<file path="src/rtl/mult_dse_pkg.sv">
// Shared definitions for the multiplier sweep checker.
//   state_e   : sweep controller states
//   tag_t     : per-vector tag carried alongside the candidate's latency
//   vec_count : number of operand pairs for a given operand width
// Tag fields are sized for operands up to TAG_W bits; narrower operands
// are zero-extended into them.
package mult_dse_pkg;

  typedef enum logic [1:0] {
    IDLE  = 2'd0,
    SWEEP = 2'd1,
    DRAIN = 2'd2,
    DONE  = 2'd3
  } state_e;

  localparam int TAG_W  = 8;
  localparam int GOLD_W = 2 * TAG_W;

  typedef struct packed {
    logic              valid;
    logic [TAG_W-1:0]  a;
    logic [TAG_W-1:0]  b;
    logic [GOLD_W-1:0] golden;
  } tag_t;

  localparam tag_t TAG_IDLE = '{valid: 1'b0, a: {TAG_W{1'b0}},
                                b: {TAG_W{1'b0}}, golden: {GOLD_W{1'b0}}};

  // Number of (A,B) pairs swept for a given operand width: 2^(2*width).
  function automatic int vec_count(input int width);
    return 32'sd1 << (2 * width);
  endfunction

endpackage

</file>
<file path="src/rtl/sweep_tag_pipe.sv">
// Delay line that keeps each vector's tag in step with the candidate's
// pipeline so the tag leaves exactly when the matching product arrives.
//   clk, rst      : clock, asynchronous active-high clear
//   tag_i         : tag entering this cycle
//   tag_o         : oldest tag (DEPTH cycles after entry)
//   any_valid_o   : at least one valid tag is still in flight
module sweep_tag_pipe
  import mult_dse_pkg::*;
#(
  parameter int DEPTH = 1
) (
  input  logic clk,
  input  logic rst,
  input  tag_t tag_i,
  output tag_t tag_o,
  output logic any_valid_o
);

  tag_t stage_q [DEPTH];

  // Shift register: stage 0 takes the new tag, the last stage is the output.
  always_ff @(posedge clk or posedge rst) begin
    if (rst) begin
      for (int i = 0; i < DEPTH; i++) begin
        stage_q[i] <= TAG_IDLE;
      end
    end else begin
      stage_q[0] <= tag_i;
      for (int i = 1; i < DEPTH; i++) begin
        stage_q[i] <= stage_q[i-1];
      end
    end
  end

  assign tag_o = stage_q[DEPTH-1];

  // OR of all valid bits; the controller drains until this falls.
  always_comb begin
    any_valid_o = 1'b0;
    for (int i = 0; i < DEPTH; i++) begin
      any_valid_o = any_valid_o | stage_q[i].valid;
    end
  end

endmodule

</file>
<file path="config.mk">
export PLATFORM = sky130hd
export DESIGN_NAME = sweep_tag_pipe
export DESIGN_NICKNAME = d
export VERILOG_FILES = /design/src/rtl/mult_dse_pkg.sv /design/src/rtl/sweep_tag_pipe.sv
export SDC_FILE = /design/constraint.sdc
export NUM_CORES = 1
export LEC_CHECK = 0
export ABC_AREA = 1
export BUFFER_PORTS_ARGS = -buffer_cell sky130_fd_sc_hd__buf_2
export CAP_MARGIN = 5
export CORE_UTILIZATION = 38
export CTS_BUF_LIST = sky130_fd_sc_hd__clkbuf_4 sky130_fd_sc_hd__clkbuf_8
export CTS_CLUSTER_DIAMETER = 120
export DETAILED_ROUTE_END_ITERATION = 7
export GPL_ROUTABILITY_DRIVEN = 0
export PLACE_DENSITY = 0.76
export SYNTH_ARGS = -nofsm -noshare
export SYNTH_HDL_FRONTEND = slang
export SYNTH_SLANG_ARGS = --single-unit
</file>
<file path="constraint.sdc">
create_clock -name clk -period 1.2 [get_ports clk]
set_clock_uncertainty 0.2 [all_clocks]
set_input_delay 0.12 -clock clk [delete_from_list [all_inputs] [get_ports clk]]
set_output_delay 0.12 -clock clk [all_outputs]
set_load 0.05 [all_outputs]
</file>
==> flow_metrics.tcl, run 1 <==
set metrics [dict create \
    outcome "finished, violations left" \
    violations "setup timing" \
    die_w_um 48.9 \
    critPathMaxStageDelay_ns 0.44 \
    ant_nets 0 \
    use_met3 0.0997 \
    grt_pass1_wl_mm 4.52 \
    syn_inst 35 \
    synthMuxAreaShare 0 \
    io_pins 69 \
    multi_input_cells 0 \
    wirelength_mm 2.90 \
    syn_avg_cell_area_sq_um 23.9 \
    path_delay_family "flip-flops" \
    use_met1 0.326 \
    most-common-layout-cells "dlygate4sd3_1 (34), buf_2 (34), buf_6 (34), dfrtp_1 (32), clkbuf_4 (7)" \
    busiest_layer "met2" \
    setup_viol 7 \
    vias_per_cell 4.31 \
    synth-xor-area-share 0 \
    globalRouteTotalUtil 0.283 \
    dpl_cell_area_sq_mm 0.00122 \
    cts.path.max_buffers 2 \
    synth_compound_area_frac 0 \
    synthSimpleGateAreaFrac 0 \
    design.die.area_sq_mm 0.00239 \
    critPathCaptureType "output pin" \
    whs_ns 0.0643 \
    grt_pass1_vias 793 \
    power.total_w 0.00241 \
    antenna_cells 0 \
    yosysWarningCount 0 \
    synth_seq_cells 33 \
    drive_gt1_frac 0.538 \
    hold_viol 0 \
    p_leak_nw 0.919 \
    grtUsageMet2 0.481 \
    path_class "flop to output pin" \
    worst-path-max-fanout 2 \
    routedWlPerCell_um 16.9 \
    timing.setup.tns_ns -0.129 \
    die_y_um 48.9 \
    required_ns 0.88 \
    drt_first_pass_iters 4 \
    syn_nets 70 \
    synthAdderAreaFrac 0 \
    synth_cell_type_count 3 \
    min_period_over_period 1.03 \
    crit_buf_inv 1 \
    grt_max_degree 31 \
    maxCapViolCount 0 \
    slew-limit-headroom 0.851 \
    synth_area_sq_um 837 \
    h-tree-depth 2 \
    antenna_found_initial 0 \
    port-buffer-count 68 \
    ir_worst_vdd_uv 1250 \
    cts_tree "built" \
    root_buffer "clkbuf_4" \
    maxSlewViolCount 0 \
    fmax_mhz 806 \
    p_per_area_mw_per_mm2 1310 \
    fin_area_sq_mm 0.00184 \
    crit_chain "buf_6" \
    via_count 741 \
    cpMaxStageDelayCell "dfrtp_2" \
    multi_input_area_sq_um 0 \
    period_minus_slack_ns 1.24 \
    seq_area_frac_synth 0.987 \
    initialDrtViolationCount 10 \
    cts.sinks 33 \
    rsz0062_at_grt "yes" \
    rows 16 \
    path_clk_slew_ns 0.12 \
    layout_setup_ws_ns -0.0413 \
    synth_top_family_by_area "buffers and inverters" \
    cp_data_arrival_time_ns 0.92 \
    tightest_slew_ns 0.223 \
    final_util 0.912 \
    num-nets-final 179 \
    area_delta_synth_final_pct 120 \
    drc 0 \
    hp-class "input pin to async pin" \
    initial_core_util 0.414 \
    grt_overflow 0 \
    critPathLaunchType "flop" \
    coreArea_sq_mm 0.00202 \
    numCtsBuffers 5 \
]
-- worst max-delay path by stage --
| stage | start | end | slack (ns) | depth (start not counted) |
|---|---|---|---|---|
| 2_1_floorplan | rst | any_valid_o | 0.09 | 1 |
| 3_3_place_gp | any_valid_o | any_valid_o | 0.31 | 1 |
| 3_5_place_dp | tag_o[9] | tag_o[9] | 0.29 | 1 |
| 4_1_cts | any_valid_o | tag_o[32] | -0.05 | 1 |
| 5_1_grt | any_valid_o | tag_o[32] | -0.08 | 1 |
| 6_report | any_valid_o | tag_o[32] | -0.04 | 1 |
-- synthesized netlist by cell type --
library cell	n	share of area
buf_4	1	0.0090
dfrtp_1	33	0.99
inv_1	1	0.0045
-- timing repair --
action / 4_1_cts / 5_1_grt
gates resized for setup: 68 / 0
endpoints found under the hold margin: 66 / 0
setup buffers: 0 / 0
hold buffers: 34 / 0
endpoints found under the setup margin: 34 / 32
-- routing by layer --
layer / vias to the layer above / wire length (um)
met5: - / 0
met4: 0 / 45
met3: 4 / 211
met2: 47 / 1560
met1: 369 / 1080
li1: 321 / -
-- power breakdown --
| part | leakage (nW) | internal [W] | switching, W |
|---|---|---|---|
| Combinational | 0.496 | 0.000229 | 0.000298 |
| Clock | 0.0394 | 0.000335 | 0.000348 |
| Sequential | 0.384 | 0.00117 | 0.0000328 |
| Total | 0.919 | 0.00173 | 0.000679 |
-- registers in the layout (all words and copies together), names as in the netlist --
| register | flops |
|---|---|
| any_valid_o | 1 |
| tag_o | 32 |
-- cell families after synthesis --
logic type,after synthesis
flops,33
buf+inv,2
-- metrics by stage --
| step | cells | setup WS, ns |
|---|---|---|
| final | 172 | -0.0413 |
| after global routing | 172 | -0.0834 |
| after CTS | 172 | -0.0502 |
| after detailed placement | 130 | 0.294 |
| after global placement | 130 | 0.306 |
| after floorplan | 35 | 0.0928 |
-- cell type report --
class                   instances  area (sq um)
clock buffers                   8          66.3
fillers                        76           178
inverters                       1          3.75
flip-flops and latches         33           827
well taps                      27          33.8
repair buffers                103           913
Note: power is estimated with default switching activity, not from simulation.
==> run 2, diff against run 1 <==
- BUFFER_PORTS_ARGS: -buffer_cell sky130_fd_sc_hd__buf_2 -> default
- CORE_UTILIZATION: 38 -> 60
- DONT_BUFFER_PORTS: default -> 1
- PLACE_DENSITY: 0.76 -> 0.73
- clock period: 1.2 -> 1.5 ns (I/O delays scaled with it)
==> flow_metrics.tcl, run 2 <==
set metrics [dict create \
    synthFlopType "dfrtp_1" \
    io_pins 69 \
    post_cts_buffers 0 \
    yosysWarningCount 0 \
    h-tree-depth 2 \
    dp_hpwl_um 976 \
    async_reset_ff_frac 1.00 \
    initial_core_util 0.643 \
    yosysTopAreaCellShare 0.987 \
    hold_buffers 34 \
    numCtsBuffers 5 \
    synth_area_leaders "dfrtp_1 (99%), buf_4 (0.90%), inv_1 (0.45%)" \
    synth_area_sq_um 837 \
    seq_area_frac_synth 0.987 \
    synth_most_common_cell "dfrtp_1" \
    firstError "[ERROR DPL-0033] detailed placement checks failed during check placement." \
    haltStage "clock tree synthesis (4_1_cts)" \
    cts-resized-gates 0 \
    cts.path.max_buffers 2 \
    syn_nets 70 \
    root_buffer "clkbuf_4" \
    synth_cell_type_count 3 \
    synth_enable_flop_cells 0 \
    synth_seq_cells 33 \
    yosys-top-cells-count "dfrtp_1 (33), buf_4 (1), inv_1 (1)" \
    synth_top_cell_by_area "dfrtp_1" \
    cts.sinks 33 \
    port-buffer-count 0 \
    die_y_um 39.4 \
    rows 13 \
    die_w_um 39.4 \
    syn_inst 35 \
    syn_avg_cell_area_sq_um 23.9 \
    outcome "stopped before the end" \
]
## run 2: per-stage QoR
| step | area [sq um] | utilization | cells | worst slack (ns) | hold WS (ns) |
|---|---|---|---|---|---|
| after floorplan | 837 | - | 35 | 0.264 | -0.0186 |
| after global placement | 863 | 0.663 | 51 | 0.547 | -0.0788 |
| after detailed placement | 863 | 0.663 | 51 | 0.539 | -0.0648 |
## run 2: logic make-up after synthesis
logic type	after synthesis	share of synthesized area
DFF	33	0.987
buffers and inverters	2	0.0135
==> run 3, diff against run 2 <==
- CORE_AREA: default -> 2 2 63 65
- CORE_UTILIZATION: 60 -> default
- CTS_BUF_LIST: sky130_fd_sc_hd__clkbuf_4 sky130_fd_sc_hd__clkbuf_8 -> default
- CTS_CLUSTER_DIAMETER: 120 -> default
- DIE_AREA: default -> 0 0 65 67
- PLACE_DENSITY: 0.73 -> default
- PLACE_DENSITY_LB_ADDON: default -> 0.15
==> flow_metrics.tcl, run 3 (synthesis results as in run 1) <==
set metrics [dict create \
    timing.setup.tns_ns 0 \
    cts.sinks 33 \
    die_y_um 67 \
    area_delta_synth_final_pct 60.8 \
    p_leak_nw 0.596 \
    hp-class "input pin to async pin" \
    maxSlewViolCount 0 \
    via_count 451 \
    cts_tree "built" \
    path_clk_slew_ns 0.06 \
    critPathLaunchType "flop" \
    post-place-ws_ns 0.532 \
    dpl_cell_area_sq_um 905 \
    cts.path.max_buffers 2 \
    critPathCaptureType "output pin" \
    fill_cells 342 \
    drive_gt1_frac 0.128 \
    rsz0062_at_grt "no" \
    critPathLaunch "tag_o[17]" \
    fmax_mhz 792 \
    whs_ns 0.196 \
    hold_viol 0 \
    period_minus_slack_ns 1.26 \
    min_period_over_period 0.842 \
    outcome "complete, no violations" \
    cts-resized-gates 0 \
    initial_core_util 0.232 \
    globalRouteTotalUtil 0.0887 \
    fin_area_sq_mm 0.00135 \
    worst-path-max-fanout 1 \
    die_w_um 65 \
    p_per_area_mw_per_mm2 1430 \
    design.die.area_sq_mm 0.00436 \
    grt_overflow 0 \
    vias_per_cell 3.58 \
    slew-limit-headroom 0.688 \
    numCtsBuffers 5 \
    port-buffer-count 0 \
    coreArea_sq_mm 0.00361 \
    antenna_found_initial 0 \
    initialDrtViolationCount 22 \
    rows 22 \
    h-tree-depth 2 \
    drc 0 \
    drt_first_pass_iters 2 \
    largest_reg_flops 32 \
    grt_pass1_vias 494 \
    root_buffer "clkbuf_8" \
    multi_input_area_sq_um 0 \
    io_pins 69 \
    tightest_slew_ns 0.468 \
    path_class "flop to output pin" \
    ir_worst_vdd_uv 337 \
    layout_setup_ws_ns 0.238 \
    antenna_cells 0 \
    grt_max_degree 34 \
    cp_num_cells 0 \
    routedWlPerCell_um 14.4 \
    most-common-layout-cells "dlygate4sd3_1 (34), dfrtp_1 (33), clkbuf_8 (7), buf_4 (2)" \
    maxCapViolCount 0 \
    required_ns 1.15 \
    ant_nets 0 \
    grt_pass1_wl_mm 2.57 \
    setup_viol 0 \
    num-nets-final 112 \
    multi_input_cells 0 \
    final_common_cell "dlygate4sd3_1" \
    cp_data_arrival_time_ns 0.91 \
    critPathCapture "tag_o[17]" \
    wirelength_mm 1.81 \
]
run 3: through the flow:
step	instances	util	total power, W
finish	126	0.373	0.00192
global route	126	0.373	0.00200
CTS	126	0.373	0.00194
detailed placement	84	0.251	0.00116
global placement	84	0.251	0.00116
floorplan	35	-	0.00115
run 3: area by class of cell:
type                    count  area [sq um]  area share
repair buffers             36           355       0.264
well taps                  48          60.1      0.0446
inverters                   1          3.75     0.00279
flip-flops and latches     33           826       0.613
clock inverters             1          5.00     0.00372
clock buffers               7          96.3      0.0716
run 3: repair_timing:
action	CTS	global route
endpoints found under the hold margin	66	0
hold buffers	34	0
buffers inserted	0	0
run 3: worst min path at each step:
stage | endpoint | slack [ns] | cells after the start
2_1_floorplan | any_valid_o | -0.02 | 0
3_3_place_gp | tag_o[31] | -0.07 | 2
3_5_place_dp | tag_o[25] | -0.04 | 2
4_1_cts | tag_o[25] | 0.21 | 3
5_1_grt | tag_o[26] | 0.21 | 1
6_report | tag_o[1] | 0.20 | 3
run 3: metal layers:
layer  vias up  routed length (um)  global-route usage
met5         -                   0                   0
met4         0                  63              0.0745
met3         6                 158              0.0422
met2        35                1030               0.153
met1       223                 558              0.0770
li1        187                   -                   -
run 3: power breakdown:
group | total, W | switching (W) | internal [W]
sequential | 0.00111 | 0.000181 | 0.000933
combinational | 0.000101 | 0.0000389 | 0.0000622
clock | 0.000707 | 0.000293 | 0.000414
==> run 4, diff against run 3 <==
- clock period: 1.5 -> 1.2 ns (I/O delays scaled with it)
==> flow_metrics.tcl, run 4 (synthesis results as in run 1) <==
set metrics [dict create \
    multi_input_area_sq_um 0 \
    die_y_um 67 \
    switching_share 0.258 \
    cts.path.max_buffers 2 \
    root_buffer "clkbuf_8" \
    combPwrFrac 0.161 \
    ant_nets 0 \
    p_clk_frac 0.331 \
    p_leak_nw 0.720 \
    most-common-layout-cells "dlygate4sd3_1 (34), buf_4 (27), dfrtp_1 (27), dfrtp_2 (6), clkbuf_8 (6)" \
    largest_reg_flops 32 \
    worst-path-max-fanout 2 \
    numCtsBuffers 5 \
    drc 0 \
    cts_tree "built" \
    cp_data_arrival_time_ns 0.85 \
    path_class "flop to output pin" \
    maxCapViolCount 0 \
    critPathMaxStageDelay_ns 0.41 \
    h-tree-depth 2 \
    rsz0062_at_grt "yes" \
    grt_overflow 0 \
    dp_hpwl_mm 1.43 \
    outcome "complete, no violations" \
    antenna_found_initial 0 \
    timing.setup.tns_ns 0 \
    setup_viol 0 \
    io_pins 69 \
    post_cts_buffers 0 \
    die_w_um 65 \
    p_switching_w 0.000622 \
    port-buffer-count 0 \
    critPathLaunchType "flop" \
    multi_input_cells 0 \
    slew-limit-headroom 0.834 \
    globalRouteTotalUtil 0.101 \
    maxSlewViolCount 0 \
    initial_core_util 0.232 \
    vias_per_cell 3.69 \
    area_delta_synth_final_pct 87.6 \
    drive_gt1_frac 0.390 \
    route.met3.wl_um 140 \
    design.die.area_sq_mm 0.00436 \
    highest_layer "met4" \
    pwr-share-seq 0.508 \
    required_ns 0.88 \
    antenna_cells 0 \
    routedWlPerCell_um 13.2 \
    tightest_slew_ns 0.249 \
    drt_first_pass_iters 4 \
    cpMaxStageDelayCell "dfrtp_2" \
    grt_pass1_wl_mm 2.95 \
    critPathCaptureType "output pin" \
    hp-class "input pin to async pin" \
    path_delay_family "flip-flops" \
    cts.sinks 33 \
    m1WireLength_um 510 \
    ir_worst_vdd_uv 400 \
    critPathCapture "any_valid_o" \
    path_clk_slew_ns 0.06 \
    cp_num_cells 1 \
    fmax_mhz 854 \
    min_period_over_period 0.976 \
    period_minus_slack_ns 1.17 \
    wl_met2_mm 1.30 \
    whs_ns 0.137 \
    rows 22 \
    critPathLaunch "any_valid_o" \
    via_count 565 \
    grt_max_degree 34 \
    grt_pass1_vias 647 \
    num-nets-final 139 \
    crit_chain "buf_12" \
    coreArea_sq_mm 0.00361 \
    wirelength_mm 2.03 \
    p_per_area_mw_per_mm2 1530 \
    final_common_cell "dlygate4sd3_1" \
    hold_viol 0 \
    crit_buf_inv 1 \
    initialDrtViolationCount 8 \
    internal-power_w 0.00178 \
]
## run 4: cell count changes in the layout (fill, tap and decap cells not counted), sizes merged
cell    delta
buf       +27
clkinv     -1
clkbuf     +1
## run 4: how the worst min path moves through the flow
stage                         from  slack (ns)  depth (start not counted)   endpoint
final                          rst        0.14                          3  tag_o[15]
after global placement         rst       -0.14                          2  tag_o[23]
after global routing           rst        0.14                          3  tag_o[19]
after floorplan           tag_i[0]       -0.05                          0   tag_o[0]
after detailed placement       rst       -0.13                          2  tag_o[15]
after CTS                      rst        0.13                          3  tag_o[21]
## run 4: repair_timing
item | CTS | global route
resized for setup | 5 | 0
setup endpoints to repair | 5 | 2
hold buffers | 34 | 0
endpoints found under the hold margin | 66 | 0
## run 4: through the flow
stage | util | total power, W | worst slack [ns] | cells | area (sq um)
4_1_cts | 0.435 | 0.00244 | 0.00330 | 153 | 1570
3_5_place_dp | 0.314 | 0.00154 | 0.283 | 111 | 1130
3_3_place_gp | 0.314 | 0.00154 | 0.284 | 111 | 1130
5_1_grt | 0.435 | 0.00251 | -0.00504 | 153 | 1570
2_1_floorplan | - | 0.00144 | 0.0928 | 35 | 838
6_report | 0.435 | 0.00241 | 0.0286 | 153 | 1570
## run 4: area by class of cell
class / instances / area (sq um)
fill: 322 / 2040
sequential: 33 / 833
timing repair buffer: 63 / 583
clock buffer: 8 / 90.1
tap: 48 / 60.1
inverter: 1 / 3.75
## run 4: worst min-delay path, delay by kind of cell
family                 cells  cell delay, ns
buffers and inverters      3            0.84
## run 4: metal layers
metal | global-route usage | vias to the layer above
met5 | 0 | -
met2 | 0.205 | 36
met1 | 0.0645 | 280
li1 | - | 240
met4 | 0.0878 | 0
met3 | 0.0405 | 9
## run 4: power groups by stage
| stage | Combinational (W) | Clock, W | Sequential, W |
|---|---|---|---|
| 3_5_place_dp | 0.000300 | 0 | 0.00124 |
| 5_1_grt | 0.000405 | 0.000878 | 0.00123 |
| 6_report | 0.000388 | 0.000796 | 0.00122 |
| 4_1_cts | 0.000391 | 0.000832 | 0.00122 |
| 2_1_floorplan | 0.0000253 | 0 | 0.00141 |
| 3_3_place_gp | 0.000300 | 0 | 0.00124 |
